## src/rtl/robot_cpu_pkg.sv

```systemverilog
// Shared opcode and FSM state types for the robot sequencer core.
package robot_cpu_pkg;

  localparam int OPC_W = 3;

  typedef enum logic [OPC_W-1:0] {
    OP_WAIT = 3'd0,
    OP_OUT  = 3'd1,
    OP_JMP  = 3'd2,
    OP_JSET = 3'd3,
    OP_JCLR = 3'd4,
    OP_SEL  = 3'd5,
    OP_CALL = 3'd6,
    OP_RET  = 3'd7
  } op_e;

  typedef enum logic {
    ST_RUN  = 1'b0,
    ST_WAIT = 1'b1
  } state_e;

endpackage

```

## src/rtl/robot_wait_timer.sv

```systemverilog
// Wait timer: a PRESCALE-cycle tick divider feeding a down-counter.
// done pulses on the edge that consumes the final tick.
module robot_wait_timer #(
  parameter int WAIT_W   = 8,
  parameter int PRESCALE = 256
) (
  input  logic              clk,
  input  logic              rst_n,
  input  logic              enable,
  input  logic              start,
  input  logic [WAIT_W-1:0] n,
  output logic              done
);

  localparam int TW = (PRESCALE > 1) ? $clog2(PRESCALE) : 1;
  localparam logic [TW-1:0] TMAX = TW'(PRESCALE - 1);

  logic [TW-1:0]     tick_q, tick_d;
  logic [WAIT_W-1:0] rem_q, rem_d;

  always_comb begin
    tick_d = tick_q;
    rem_d  = rem_q;
    done   = 1'b0;
    if (enable) begin
      if (start) begin
        tick_d = '0;
        rem_d  = n;
      end else if (rem_q != '0) begin
        if (tick_q == TMAX) begin
          tick_d = '0;
          rem_d  = rem_q - 1'b1;
          done   = (rem_q == WAIT_W'(1));
        end else begin
          tick_d = tick_q + 1'b1;
        end
      end
    end
  end

  always_ff @(posedge clk or negedge rst_n) begin
    if (!rst_n) begin
      tick_q <= '0;
      rem_q  <= '0;
    end else begin
      tick_q <= tick_d;
      rem_q  <= rem_d;
    end
  end

endmodule

```

## src/rtl/robot_cpu_core_p.sv

```systemverilog
// Robot sequencer core: one instruction per cycle from an async ROM.
// Define SENSOR_SYNC_EN to add a 2-flop synchroniser on SENSOR.
module robot_cpu_core_p
  import robot_cpu_pkg::*;
#(
  parameter int ADDR_W   = 6,
  parameter int OP_W     = 8,
  parameter int SENSOR_N = 4,
  parameter int MOTOR_N  = 4,
  parameter int WAIT_W   = 8,
  parameter int PRESCALE = 256
) (
  input  logic                 CLK,
  input  logic                 RESET_LOW,
  input  logic                 ENABLE,
  input  logic [SENSOR_N-1:0]  SENSOR,
  output logic [ADDR_W-1:0]    MEM_ADDR,
  input  logic [OPC_W+OP_W-1:0] MEM_DATA,
  output logic [MOTOR_N-1:0]   MOTOR,
  output logic                 WAIT_BUSY,
  output logic                 PC_WRAP
);

  localparam int SW = (SENSOR_N > 1) ? $clog2(SENSOR_N) : 1;

  logic [ADDR_W-1:0]  pc_q, pc_d, link_q, link_d, pc_inc;
  logic [MOTOR_N-1:0] motor_q, motor_d;
  logic [SW-1:0]      sel_q, sel_d;
  logic               lv_q, lv_d;
  logic               wrap_q, wrap_d;
  state_e             state_q, state_d;

  logic [SENSOR_N-1:0] sens;
  logic [OP_W-1:0]     operand;
  logic [ADDR_W-1:0]   tgt;
  op_e                 op;
  logic                s_bit, adv, t_start, t_done;

`ifdef SENSOR_SYNC_EN
  logic [SENSOR_N-1:0] s1_q, s2_q;

  always_ff @(posedge CLK or negedge RESET_LOW) begin
    if (!RESET_LOW) begin
      s1_q <= '0;
      s2_q <= '0;
    end else begin
      s1_q <= SENSOR;
      s2_q <= s1_q;
    end
  end

  assign sens = s2_q;
`else
  assign sens = SENSOR;
`endif

  assign op      = op_e'(MEM_DATA[OP_W+OPC_W-1:OP_W]);
  assign operand = MEM_DATA[OP_W-1:0];
  assign tgt     = operand[ADDR_W-1:0];
  assign pc_inc  = pc_q + 1'b1;
  assign s_bit   = sens[sel_q];

  robot_wait_timer #(
    .WAIT_W  (WAIT_W),
    .PRESCALE(PRESCALE)
  ) u_timer (
    .clk   (CLK),
    .rst_n (RESET_LOW),
    .enable(ENABLE),
    .start (t_start),
    .n     (operand[WAIT_W-1:0]),
    .done  (t_done)
  );

  always_comb begin
    pc_d    = pc_q;
    motor_d = motor_q;
    sel_d   = sel_q;
    link_d  = link_q;
    lv_d    = lv_q;
    state_d = state_q;
    wrap_d  = 1'b0;
    t_start = 1'b0;
    adv     = 1'b0;
    if (ENABLE) begin
      unique case (state_q)
        ST_WAIT: begin
          if (t_done) begin
            state_d = ST_RUN;
            adv     = 1'b1;
          end
        end
        ST_RUN: begin
          unique case (op)
            OP_WAIT: begin
              if (operand[WAIT_W-1:0] != '0) begin
                state_d = ST_WAIT;
                t_start = 1'b1;
              end else begin
                adv = 1'b1;
              end
            end
            OP_OUT: begin
              motor_d = operand[MOTOR_N-1:0];
              adv     = 1'b1;
            end
            OP_JMP:  pc_d = tgt;
            OP_JSET: if (s_bit) pc_d = tgt; else adv = 1'b1;
            OP_JCLR: if (!s_bit) pc_d = tgt; else adv = 1'b1;
            OP_SEL: begin
              // out-of-range selects fall back to sensor 0
              sel_d = (operand < OP_W'(SENSOR_N)) ? operand[SW-1:0] : '0;
              adv   = 1'b1;
            end
            OP_CALL: begin
              link_d = pc_inc;
              lv_d   = 1'b1;
              pc_d   = tgt;
            end
            OP_RET: begin
              if (lv_q) begin
                pc_d = link_q;
                lv_d = 1'b0;
              end else begin
                adv = 1'b1;
              end
            end
          endcase
        end
      endcase
      if (adv) begin
        pc_d   = pc_inc;
        wrap_d = (pc_q == '1);
      end
    end
  end

  always_ff @(posedge CLK or negedge RESET_LOW) begin
    if (!RESET_LOW) begin
      pc_q    <= '0;
      motor_q <= '0;
      sel_q   <= '0;
      link_q  <= '0;
      lv_q    <= 1'b0;
      wrap_q  <= 1'b0;
      state_q <= ST_RUN;
    end else begin
      pc_q    <= pc_d;
      motor_q <= motor_d;
      sel_q   <= sel_d;
      link_q  <= link_d;
      lv_q    <= lv_d;
      wrap_q  <= wrap_d;
      state_q <= state_d;
    end
  end

  assign MEM_ADDR  = pc_q;
  assign MOTOR     = motor_q;
  assign WAIT_BUSY = (state_q == ST_WAIT);
  assign PC_WRAP   = wrap_q & ENABLE;

endmodule

```

## config.mk

```make
export PLATFORM = sky130hd
export DESIGN_NAME = robot_cpu_core_p
export DESIGN_NICKNAME = d
export VERILOG_FILES = /design/src/rtl/robot_cpu_pkg.sv /design/src/rtl/robot_wait_timer.sv /design/src/rtl/robot_cpu_core_p.sv
export SDC_FILE = /design/constraint.sdc
export NUM_CORES = 1
export LEC_CHECK = 0
export ABC_CLOCK_PERIOD_IN_PS = 5700
export CELL_PAD_IN_SITES_DETAIL_PLACEMENT = 1
export CELL_PAD_IN_SITES_GLOBAL_PLACEMENT = 1
export CORE_MARGIN = 10
export CORE_UTILIZATION = 45
export CTS_CLUSTER_DIAMETER = 120
export CTS_CLUSTER_SIZE = 14
export DETAILED_ROUTE_END_ITERATION = 12
export GPL_TIMING_DRIVEN = 0
export PLACE_DENSITY_LB_ADDON = 0.1
export RECOVER_POWER = 100
export SETUP_SLACK_MARGIN = 0.2
export SYNTH_ARGS = -nofsm -noshare
export SYNTH_HDL_FRONTEND = slang
export SYNTH_SLANG_ARGS = --single-unit
```

## constraint.sdc

```tcl
create_clock -name CLK -period 5.7 [get_ports CLK]
set_input_delay 0.855 -clock CLK [delete_from_list [all_inputs] [get_ports CLK]]
set_output_delay 0.855 -clock CLK [all_outputs]
set_load 0.02 [all_outputs]
```

==> results of run 1 <==
-- path summary, 6_finish.rpt --
path	cells past startpoint	start	endpoint
setup / recovery	3	ENABLE	PC_WRAP
hold / removal	1	lv_q	lv_q
setup reg to reg	6	sel_q[0]	MEM_ADDR[2]
hold reg to reg	1	lv_q	lv_q
max in group asynchronous	1	RESET_LOW	u_timer.tick_q[1]
min in group asynchronous	1	RESET_LOW	u_timer.rem_q[3]
-- sequential cells by signal, indices dropped and copies added, names as in the netlist --
| signal | cells |
|---|---|
| MEM_ADDR | 6 |
| sel_q | 2 |
| wrap_q | 1 |
| MOTOR | 4 |
| link_q | 6 |
| u_timer.tick_q | 8 |
| u_timer.rem_q | 8 |
| lv_q | 1 |
| WAIT_BUSY | 1 |
-- power breakdown --
part           total [mW]  switching, mW  internal [mW]
combinational       0.369          0.196          0.173
clock               0.206         0.0967          0.109
sequential          0.457         0.0993          0.358
-- logic make-up after synthesis --
family | count (synthesis)
and+or+nand+nor | 97
DFF | 37
AOI/OAI and AO/OA | 36
muxes | 19
buffers and inverters | 16
xor gates and xnor gates | 12
adders and majority gates | 5
-- stage by stage --
stage	cell area [um^2]	hold slack [ns]	utilization [%]	setup slack, ns	std cells
finish	2559	0.4843	54.90	2.450	310
global route	2559	0.5038	54.90	2.405	310
CTS	2564	0.4871	55.01	2.579	310
detailed placement	2462	0.4696	52.83	2.590	302
global placement	2467	0.4621	52.94	2.595	302
floorplan	2140	0.4458	-	3.357	222
-- layer usage --
metal | vias to the layer above | global-route usage, % | share of wire, %
met5 | - | 0 | 0
met4 | 0 | 4.335 | 1.2
met3 | 6 | 4.284 | 5.4
met2 | 36 | 24.40 | 46
met1 | 887 | 20.04 | 47
li1 | 874 | - | -
-- cell usage in the layout, fill, tap and decap left out, drive strengths merged, types with 3 or more instances in the layout --
master         count
clkdlybuf4s50     11
clkbuf            17
and2               3
mux2i              7
xnor2              3
nand4             14
nor2b              3
a31oi              4
mux2              11
nand3             13
dlygate4sd3       14
nand2             15
inv                5
xor2               9
nor4               4
o211ai             3
o21ai             16
a21oi              4
ha                 5
dfrtp             37
and4               3
nor2              19
nor3               6
and3               3
-- area by class of cell --
cell class	instances	area [um^2]
well taps	54	67.56
clock buffers	7	96.34
multi-input cells	169	1147
flip-flops and latches	37	925.9
clock inverters	1	5.005
plain buffers	11	43.79
fillers	547	2102
repair buffers	26	254.0
inverters	5	18.77
-- worst max-delay path, stage by stage --
cell	delay, ns
dlygate4sd3_1	0.69
and2_1	0.18
dlygate4sd3_1	0.68
-- cell usage after synthesis (2+ instances only) --
cell type and n:
a21oi_1 4, a31oi_1 4, and2_1 3, and3_1 3, and4_1 3, buf_2 2, clkbuf_1 7, dfrtp_1 37
ha_1 5, inv_1 5, mux2_2 11, mux2i_1 7, nand2_1 15, nand2b_1 2, nand3_1 13, nand4_1 14
nor2_1 19, nor2b_1 3, nor3_1 6, nor3b_1 2, nor4_1 3, o211ai_1 3, o21ai_0 16, or2_2 2
or3_1 2, or4_1 2, xnor2_1 3, xor2_1 9
==> impl_metrics.yaml, run 1 <==
synth:
  synth_top_family_by_area: "simple AND/OR/NAND/NOR gates"
  synth_fa_ha_area_share_pct: 2.924
  yosysSeqAreaShare_pct: 43.27
  yosys_warnings: 0
  synthArstFlopShare_pct: 100.0
  syn_inst: 222
  yosys.area.top_type: "dfrtp_1"
  syn_avg_cell_area_um2: 9.638
  synth_area_um2: 2140
  synth_top_area_share_pct: 43.27
  synth_compound_area_share_pct: 10.64
  ys.flop_type: "dfrtp_1"
  ys_seq_elements: 37
  synth_area_leaders: "dfrtp_1 43%, mux2_2 5.8%, nand4_1 4.1%"
  synthSimpleGateAreaFrac_pct: 25.03
  synthMuxAreaShare_pct: 10.12
  ys_types: 45
  synth_nets: 245
  synth_xor_area_share_pct: 4.912
  synth_edf_count: 0
finish:
  syn_to_final_growth_pct: 19.59
  drive_gt1_share_pct: 10.55
  final_nets: 278
  n_antenna_cell: 0
drt:
  drtIter0Drc: 68
  drt_pass1_iterations: 4
  wl_mm: 5.594
  vias: 1803
  detail-route-antenna-nets: 0
  post_drt_wl_per_cell_um: 18.05
  via_per_inst: 5.816
  drc: 0
placed_design:
  place_congestion: 0.8012
  io_buffers: 26
  hpwl_mm: 4.077
clock_tree:
  cts_buffers: 5
  clock_latency_ns: 0.29
  postCtsHoldBufs: 0
  cts_sinks: 37
  ctsRootBufferMaster: "clkbuf_8"
  cts_setup_buffers: 0
  ctsResizeCount: 0
  clk_pin_slew_ns: 0.07
  clock_path_buffers: 2
  cts_tree: "done"
  cts_max_level: 2
global_routing:
  grt_usage_pct: 15.39
  grt_pass1_vias: 1897
  grt_pass1_wl_mm: 9.591
  grt_max_degree: 38
  overflow: 0
  antenna_found_initial: 0
worst_hold_path:
  hold_path_class: "reg -> reg"
timing:
  final_hold_viol_count: 0
  slew_viol_final: 38
  period_share_pct: 57.01
  min_period_ns: 3.250
  tightestPinTransition_ns: 2.120
  tns_ns: 0
  clock_skew_ns: 0.006002
  slew_headroom_pct: -41.33
  rsz0062_at_grt: "false"
  clock.fmax_mhz: 307.7
  setup_viol: 0
critical_path:
  crit_path_start_kind: "input pin"
  worstPathRequired_ns: 4.85
  r2r_setup_slack_ns: 3.40
  worstPathMaxFanout: 7
  worstSetupPathType: "in -> out"
  cp-end-kind: "primary output"
  cp_data_arrival_time_ns: 2.39
die:
  fp.dieArea_um2: 7913
  die_x_um: 88.96
  io_pins: 30
  rows: 25
  die_h_um: 88.96
  initial_core_util_pct: 45.91
  core_um2: 4661
run:
  drv_cap: 1
power:
  ir_worst_vdd_uv: 190.0
  leakage_nw: 1.067
  power_density_nw_per_um2: 403.5
  p_total_mw: 1.032
outcome:
  status: "complete, but fails checks"
  failed_checks: "max-capacitance violations, max-slew violations"
Power figures use the tool's default switching activity.
==> run 2: changes to the inputs <==
--- a/config.mk
+++ b/config.mk
@@ -5,11 +5,11 @@
 export SDC_FILE = /design/constraint.sdc
 export NUM_CORES = 1
 export LEC_CHECK = 0
-export ABC_CLOCK_PERIOD_IN_PS = 5700
+export ABC_CLOCK_PERIOD_IN_PS = 2600
 export CELL_PAD_IN_SITES_DETAIL_PLACEMENT = 1
 export CELL_PAD_IN_SITES_GLOBAL_PLACEMENT = 1
 export CORE_MARGIN = 10
-export CORE_UTILIZATION = 45
+export CORE_UTILIZATION = 38
 export CTS_CLUSTER_DIAMETER = 120
 export CTS_CLUSTER_SIZE = 14
 export DETAILED_ROUTE_END_ITERATION = 12
==> constraint.sdc (replaced) <==
create_clock -name CLK -period 2.6 [get_ports CLK]
set_input_delay 0.39 -clock CLK [delete_from_list [all_inputs] [get_ports CLK]]
set_output_delay 0.39 -clock CLK [all_outputs]
set_load 0.02 [all_outputs]
==> impl_metrics.yaml, run 2 (synthesis gave the netlist of run 1 again) <==
outcome:
  status: "complete, but fails checks"
  failed_checks: "max-capacitance violations, max-slew violations"
timing:
  min_period_ns: 2.347
  slew_headroom_pct: -38.22
  hold_slack_ns: 0.4782
  tightestPinTransition_ns: 2.073
  slew_viol_final: 38
  final_hold_viol_count: 0
  setup_slack_ns: 0.2527
  setup_viol: 0
  rsz0062_at_grt: "false"
  clock.fmax_mhz: 426.0
  period_share_pct: 90.28
  clock_skew_ns: 0.005848
critical_path:
  crit_path_start_kind: "input pin"
  worstPathRequired_ns: 2.80
  worstSetupPathType: "in -> reg"
  slowest_delay_ns: 0.62
  cpMaxStageDelayCell: "clkdlybuf4s50_1"
  cp_cell_sequence: "clkdlybuf4s50_1 -> nor4_1 -> a21bo_2 -> nor3_1 -> clkbuf_1 -> nand2_1 -> o21ai_0"
  cp_data_arrival_time_ns: 2.55
  worstPathMaxFanout: 10
  cp-end-kind: "register"
drt:
  post_drt_wl_per_cell_um: 17.82
  wl_mm: 5.828
  detail-route-antenna-nets: 0
  via_per_inst: 5.560
  drtIter0Drc: 41
  vias: 1818
  drc: 0
  drt_pass1_iterations: 4
finish:
  final_common_cell: "dfrtp_1"
  final_cell_mix: "37 x dfrtp_1, 19 x nor2_1, 16 x o21ai_0"
  fillers: 662
  drive_gt1_share_pct: 9.804
  final_core_util_pct: 46.94
  final_nets: 278
  n_antenna_cell: 0
  largestRegisters: "u_timer.rem_q (8), u_timer.tick_q (8)"
  seq_area_um2: 925.9
  syn_to_final_growth_pct: 20.06
  fin_cells: 327
  multi_input_area_um2: 1147
power:
  power_frac_comb_pct: 36.2
  p_clk_share_pct: 18.9
  leakage_nw: 1.059
  p_seq_share_pct: 44.9
  p_total_mw: 2.245
  power.switching_mw: 0.8670
  internal_power_mw: 1.378
  p_sw_share_pct: 38.62
  ir_worst_vdd_uv: 350.3
  power_density_nw_per_um2: 874.0
worst_hold_path:
  hold_path_class: "reg -> reg"
placed_design:
  hpwl_mm: 4.272
  placed_cells: 320
  io_buffers: 26
  place_ws_ns: -0.01923
  place_congestion: 0.7849
clock_tree:
  cts_buffers: 5
  cts_tree: "done"
  ctsRootBufferMaster: "clkbuf_8"
  cts_setup_buffers: 0
  cts_max_level: 2
  cts_sinks: 37
  clock_latency_ns: 0.29
  clk_pin_slew_ns: 0.07
  clock_path_buffers: 2
die:
  initial_core_util_pct: 39.09
  core_um2: 5473
  die_x_um: 95.04
  die_h_um: 95.04
  rows: 27
  io_pins: 30
  fp.dieArea_um2: 9032
global_routing:
  overflow: 0
  antenna_found_initial: 0
  grt_pass1_vias: 1920
  grt_usage_pct: 13.64
  grt_max_degree: 38
  grt_pass1_wl_mm: 9.749
run:
  drv_cap: 1
[run 2: path summary, 6_finish.rpt]
kind	to	start	slack, ns	cells after the start
setup / recovery	u_timer.rem_q[7]	MEM_DATA[0]	0.25	7
hold / removal	sel_q[1]	sel_q[1]	0.48	2
setup reg to reg	u_timer.rem_q[4]	u_timer.tick_q[0]	0.39	7
hold reg to reg	sel_q[1]	sel_q[1]	0.48	2
max in group asynchronous	link_q[0]	RESET_LOW	0.73	1
min in group asynchronous	u_timer.rem_q[3]	RESET_LOW	0.69	1
[run 2: final cells by class]
| cell class | count | area share [%] |
|---|---|---|
| Multi-Input combinational cell | 169 | 44.67 |
| Inverter | 5 | 0.7306 |
| Tap cell | 72 | 3.507 |
| Sequential cell | 37 | 36.04 |
| Buffer | 11 | 1.802 |
| Timing Repair Buffer | 26 | 9.888 |
| Clock buffer | 7 | 3.361 |
[run 2: timing repair]
action                     4_1_cts  5_1_grt
setup endpoints to repair        0        4
resized for setup                0        4
hold endpoints to repair         0        0
hold buffers                     0        0
[run 2: power groups by stage]
stage / logic [mW] / clock network [mW] / registers (mW)
floorplan: 0.449 / 0 / 1.06
global placement: 0.829 / 0 / 1.01
detailed placement: 0.848 / 0 / 1.02
CTS: 0.854 / 0.433 / 1.01
global route: 0.915 / 0.459 / 1.04
finish: 0.812 / 0.425 / 1.01
[run 2: routing by layer]
metal | up-vias | part of all wire, % | GRT usage (%)
li1 | 876 | - | -
met4 | 0 | 1.2 | 4.489
met5 | - | 0 | 0
met1 | 905 | 49 | 18.33
met2 | 31 | 45 | 20.31
met3 | 6 | 4.8 | 4.321
[run 2: stage by stage]
step                instance area, um^2  TNS (ns)
floorplan                          2140         0
global placement                   2490  -0.03498
detailed placement                 2485  -0.02198
CTS                                2571         0
global route                       2569         0
finish                             2569         0
[run 2: worst max-delay path: cells and delay by family]
family,cells,cell delay (ns)
buffers and inverters,2,1.10
AND/OR/NAND/NOR,3,0.70
AO/OA/AOI/OAI,2,0.35
==> run 3: changes to the inputs <==
--- a/config.mk
+++ b/config.mk
@@ -5,11 +5,12 @@
 export SDC_FILE = /design/constraint.sdc
 export NUM_CORES = 1
 export LEC_CHECK = 0
+export ABC_AREA = 1
 export ABC_CLOCK_PERIOD_IN_PS = 2600
 export CELL_PAD_IN_SITES_DETAIL_PLACEMENT = 1
 export CELL_PAD_IN_SITES_GLOBAL_PLACEMENT = 1
 export CORE_MARGIN = 10
-export CORE_UTILIZATION = 38
+export CORE_UTILIZATION = 36
 export CTS_CLUSTER_DIAMETER = 120
 export CTS_CLUSTER_SIZE = 14
 export DETAILED_ROUTE_END_ITERATION = 12
==> impl_metrics.yaml, run 3 <==
power:
  p_clk_share_pct: 15.8
  power.switching_mw: 1.055
  power_density_nw_per_um2: 913.5
  power_frac_comb_pct: 44.4
  p_sw_share_pct: 41.90
  ir_worst_vdd_uv: 395.6
  leakage_nw: 1.326
  internal_power_mw: 1.464
  p_seq_share_pct: 39.8
finish:
  final_nets: 378
  drive_gt1_share_pct: 6.742
  largestRegisters: "u_timer.rem_q (8), u_timer.tick_q (8)"
  seq_area_um2: 925.9
  n_antenna_cell: 0
  multi_input_area_um2: 1181
  final_common_cell: "nand2_1"
  fillers: 830
  final_cell_mix: "100 x nand2_1, 38 x inv_1, 37 x dfrtp_1"
  fin_cells: 433
  syn_to_final_growth_pct: 18.94
drt:
  drc: 0
  wl_mm: 6.169
  post_drt_wl_per_cell_um: 14.25
  detail-route-antenna-nets: 0
  vias: 2104
  drtIter0Drc: 58
  via_per_inst: 4.859
  drt_pass1_iterations: 4
die:
  core_um2: 6314
  rows: 29
  die_x_um: 100.3
  io_pins: 30
  die_h_um: 100.3
  fp.dieArea_um2: 10050
  initial_core_util_pct: 36.72
synth:
  synth_nets: 342
  yosysMostFrequentCell: "nand2_1"
  syn_avg_cell_area_um2: 7.268
  synth_top_area_share_pct: 39.94
  ys_seq_elements: 37
  yosys.area.top_type: "dfrtp_1"
  ys.flop_type: "dfrtp_1"
  ys_types: 30
  synth_edf_count: 0
  yosys_warnings: 0
  synthArstFlopShare_pct: 100.0
  netlist_top_cells_count: "99 x nand2_1, 37 x dfrtp_1, 34 x inv_1"
  yosysSeqAreaShare_pct: 39.94
  syn_inst: 319
  synth_area_leaders: "dfrtp_1 40%, nand2_1 16%, nand3_1 6.7%"
  synth_area_um2: 2318
clock_tree:
  cts_max_level: 2
  ctsRootBufferMaster: "clkbuf_8"
  clock_path_buffers: 2
  cts_buffers: 5
  clk_pin_slew_ns: 0.07
  ctsResizeCount: 0
  cts_tree: "done"
  cts_setup_buffers: 0
  clock_latency_ns: 0.29
  postCtsHoldBufs: 0
  cts_sinks: 37
timing:
  slew_headroom_pct: -38.64
  final_hold_viol_count: 0
  clock.fmax_mhz: 436.8
  slew_viol_final: 38
  clock_skew_ns: 0.005428
  tns_ns: 0
  setup_slack_ns: 0.3106
  min_period_ns: 2.289
  setup_viol: 0
  tightestPinTransition_ns: 2.080
  rsz0062_at_grt: "false"
  period_share_pct: 88.06
placed_design:
  place_congestion: 0.7609
  place_ws_ns: 0.4027
  placed_cells: 425
  hpwl_mm: 4.963
  io_buffers: 29
worst_hold_path:
  hold_path_class: "reg -> reg"
  hold_depth: 2
critical_path:
  crit_path_start_kind: "input pin"
  rr_worst_depth: 12
  cp-end-kind: "primary output"
  worstPathMaxFanout: 5
  worstPathRequired_ns: 2.21
  cp_data_arrival_time_ns: 1.90
  worstSetupPathType: "in -> out"
outcome:
  failed_checks: "max-capacitance violations, max-slew violations"
  status: "complete, but fails checks"
global_routing:
  grt_usage_pct: 12.77
  grt_max_degree: 38
  antenna_found_initial: 0
  overflow: 0
  grt_pass1_vias: 2164
  grt_pass1_wl_mm: 10.45
run:
  drv_cap: 1
==> run 3: cell types whose count changed in the layout (fill, tap and decap cells not counted), sizes merged, moves of 4 or more <==
cell    previous run  this run
a31oi              4         0
clkbuf            18        10
inv                5        40
mux2              11         0
mux2i              7         0
nand2             15       104
nand3             13        31
nand4             14         4
nor2              19        29
nor4               4         0
o21ai             16        37
==> run 3: per-layer routing <==
layer / part of all wire [%] / GRT usage, %
met5: 0 / 0
met4: 1.2 / 3.913
met2: 48 / 20.23
met1: 46 / 15.98
met3: 4.9 / 4.327
==> run 3: power by group through the flow <==
| stage | clock network (mW) | logic, mW | registers [mW] |
|---|---|---|---|
| after floorplan | 0 | 0.731 | 1.07 |
| after global placement | 0 | 1.16 | 1.01 |
| after detailed placement | 0 | 1.19 | 1.02 |
| after CTS | 0.413 | 1.19 | 1.01 |
| after global routing | 0.439 | 1.30 | 1.05 |
| final | 0.397 | 1.12 | 1.00 |
==> run 3: final timing paths <==
check | from | to | slack, ns
worst min register to register | MOTOR[1] | MOTOR[1] | 0.49
max in group asynchronous | RESET_LOW | lv_q | 0.73
worst min-delay path | MOTOR[1] | MOTOR[1] | 0.49
worst max register to register | u_timer.tick_q[0] | MEM_ADDR[2] | 0.45
min in group asynchronous | RESET_LOW | u_timer.tick_q[6] | 0.69
worst max-delay path | ENABLE | PC_WRAP | 0.31
==> run 3: critical path, cell delays in order <==
cell           delay [ns]
dlygate4sd3_1        0.70
nand2_1              0.09
inv_1                0.05
dlygate4sd3_1        0.67
==> run 3: area by class of cell <==
class | count | share of cell area, %
repair buffers | 29 | 10.30
multi-input cells | 236 | 42.83
plain buffers | 4 | 1.134
flip-flops and latches | 37 | 33.58
clock buffers | 8 | 2.904
well taps | 77 | 3.494
inverters | 42 | 5.762
==> run 3: logic make-up (layout without fill, tap and decap cells) <==
family,count (synthesis),after routing,share of synthesized area [%]
fa+ha+maj,5,5,2.698
compound gates,45,45,10.52
simple gates,176,176,34.81
buf+inv,46,83,8.256
flops,37,37,39.94
xor+xnor,10,10,3.778
==> run 3: per-stage QoR <==
step                area, um^2  power (mW)  hold slack, ns  util [%]
floorplan                 2318       1.800         0.09441         -
finish                    2758       2.519          0.4857     43.68
global route              2758       2.782          0.5223     43.68
CTS                       2780       2.618          0.2377     44.03
detailed placement        2700       2.208          0.4767     42.77
global placement          2705       2.168          0.4672     42.85
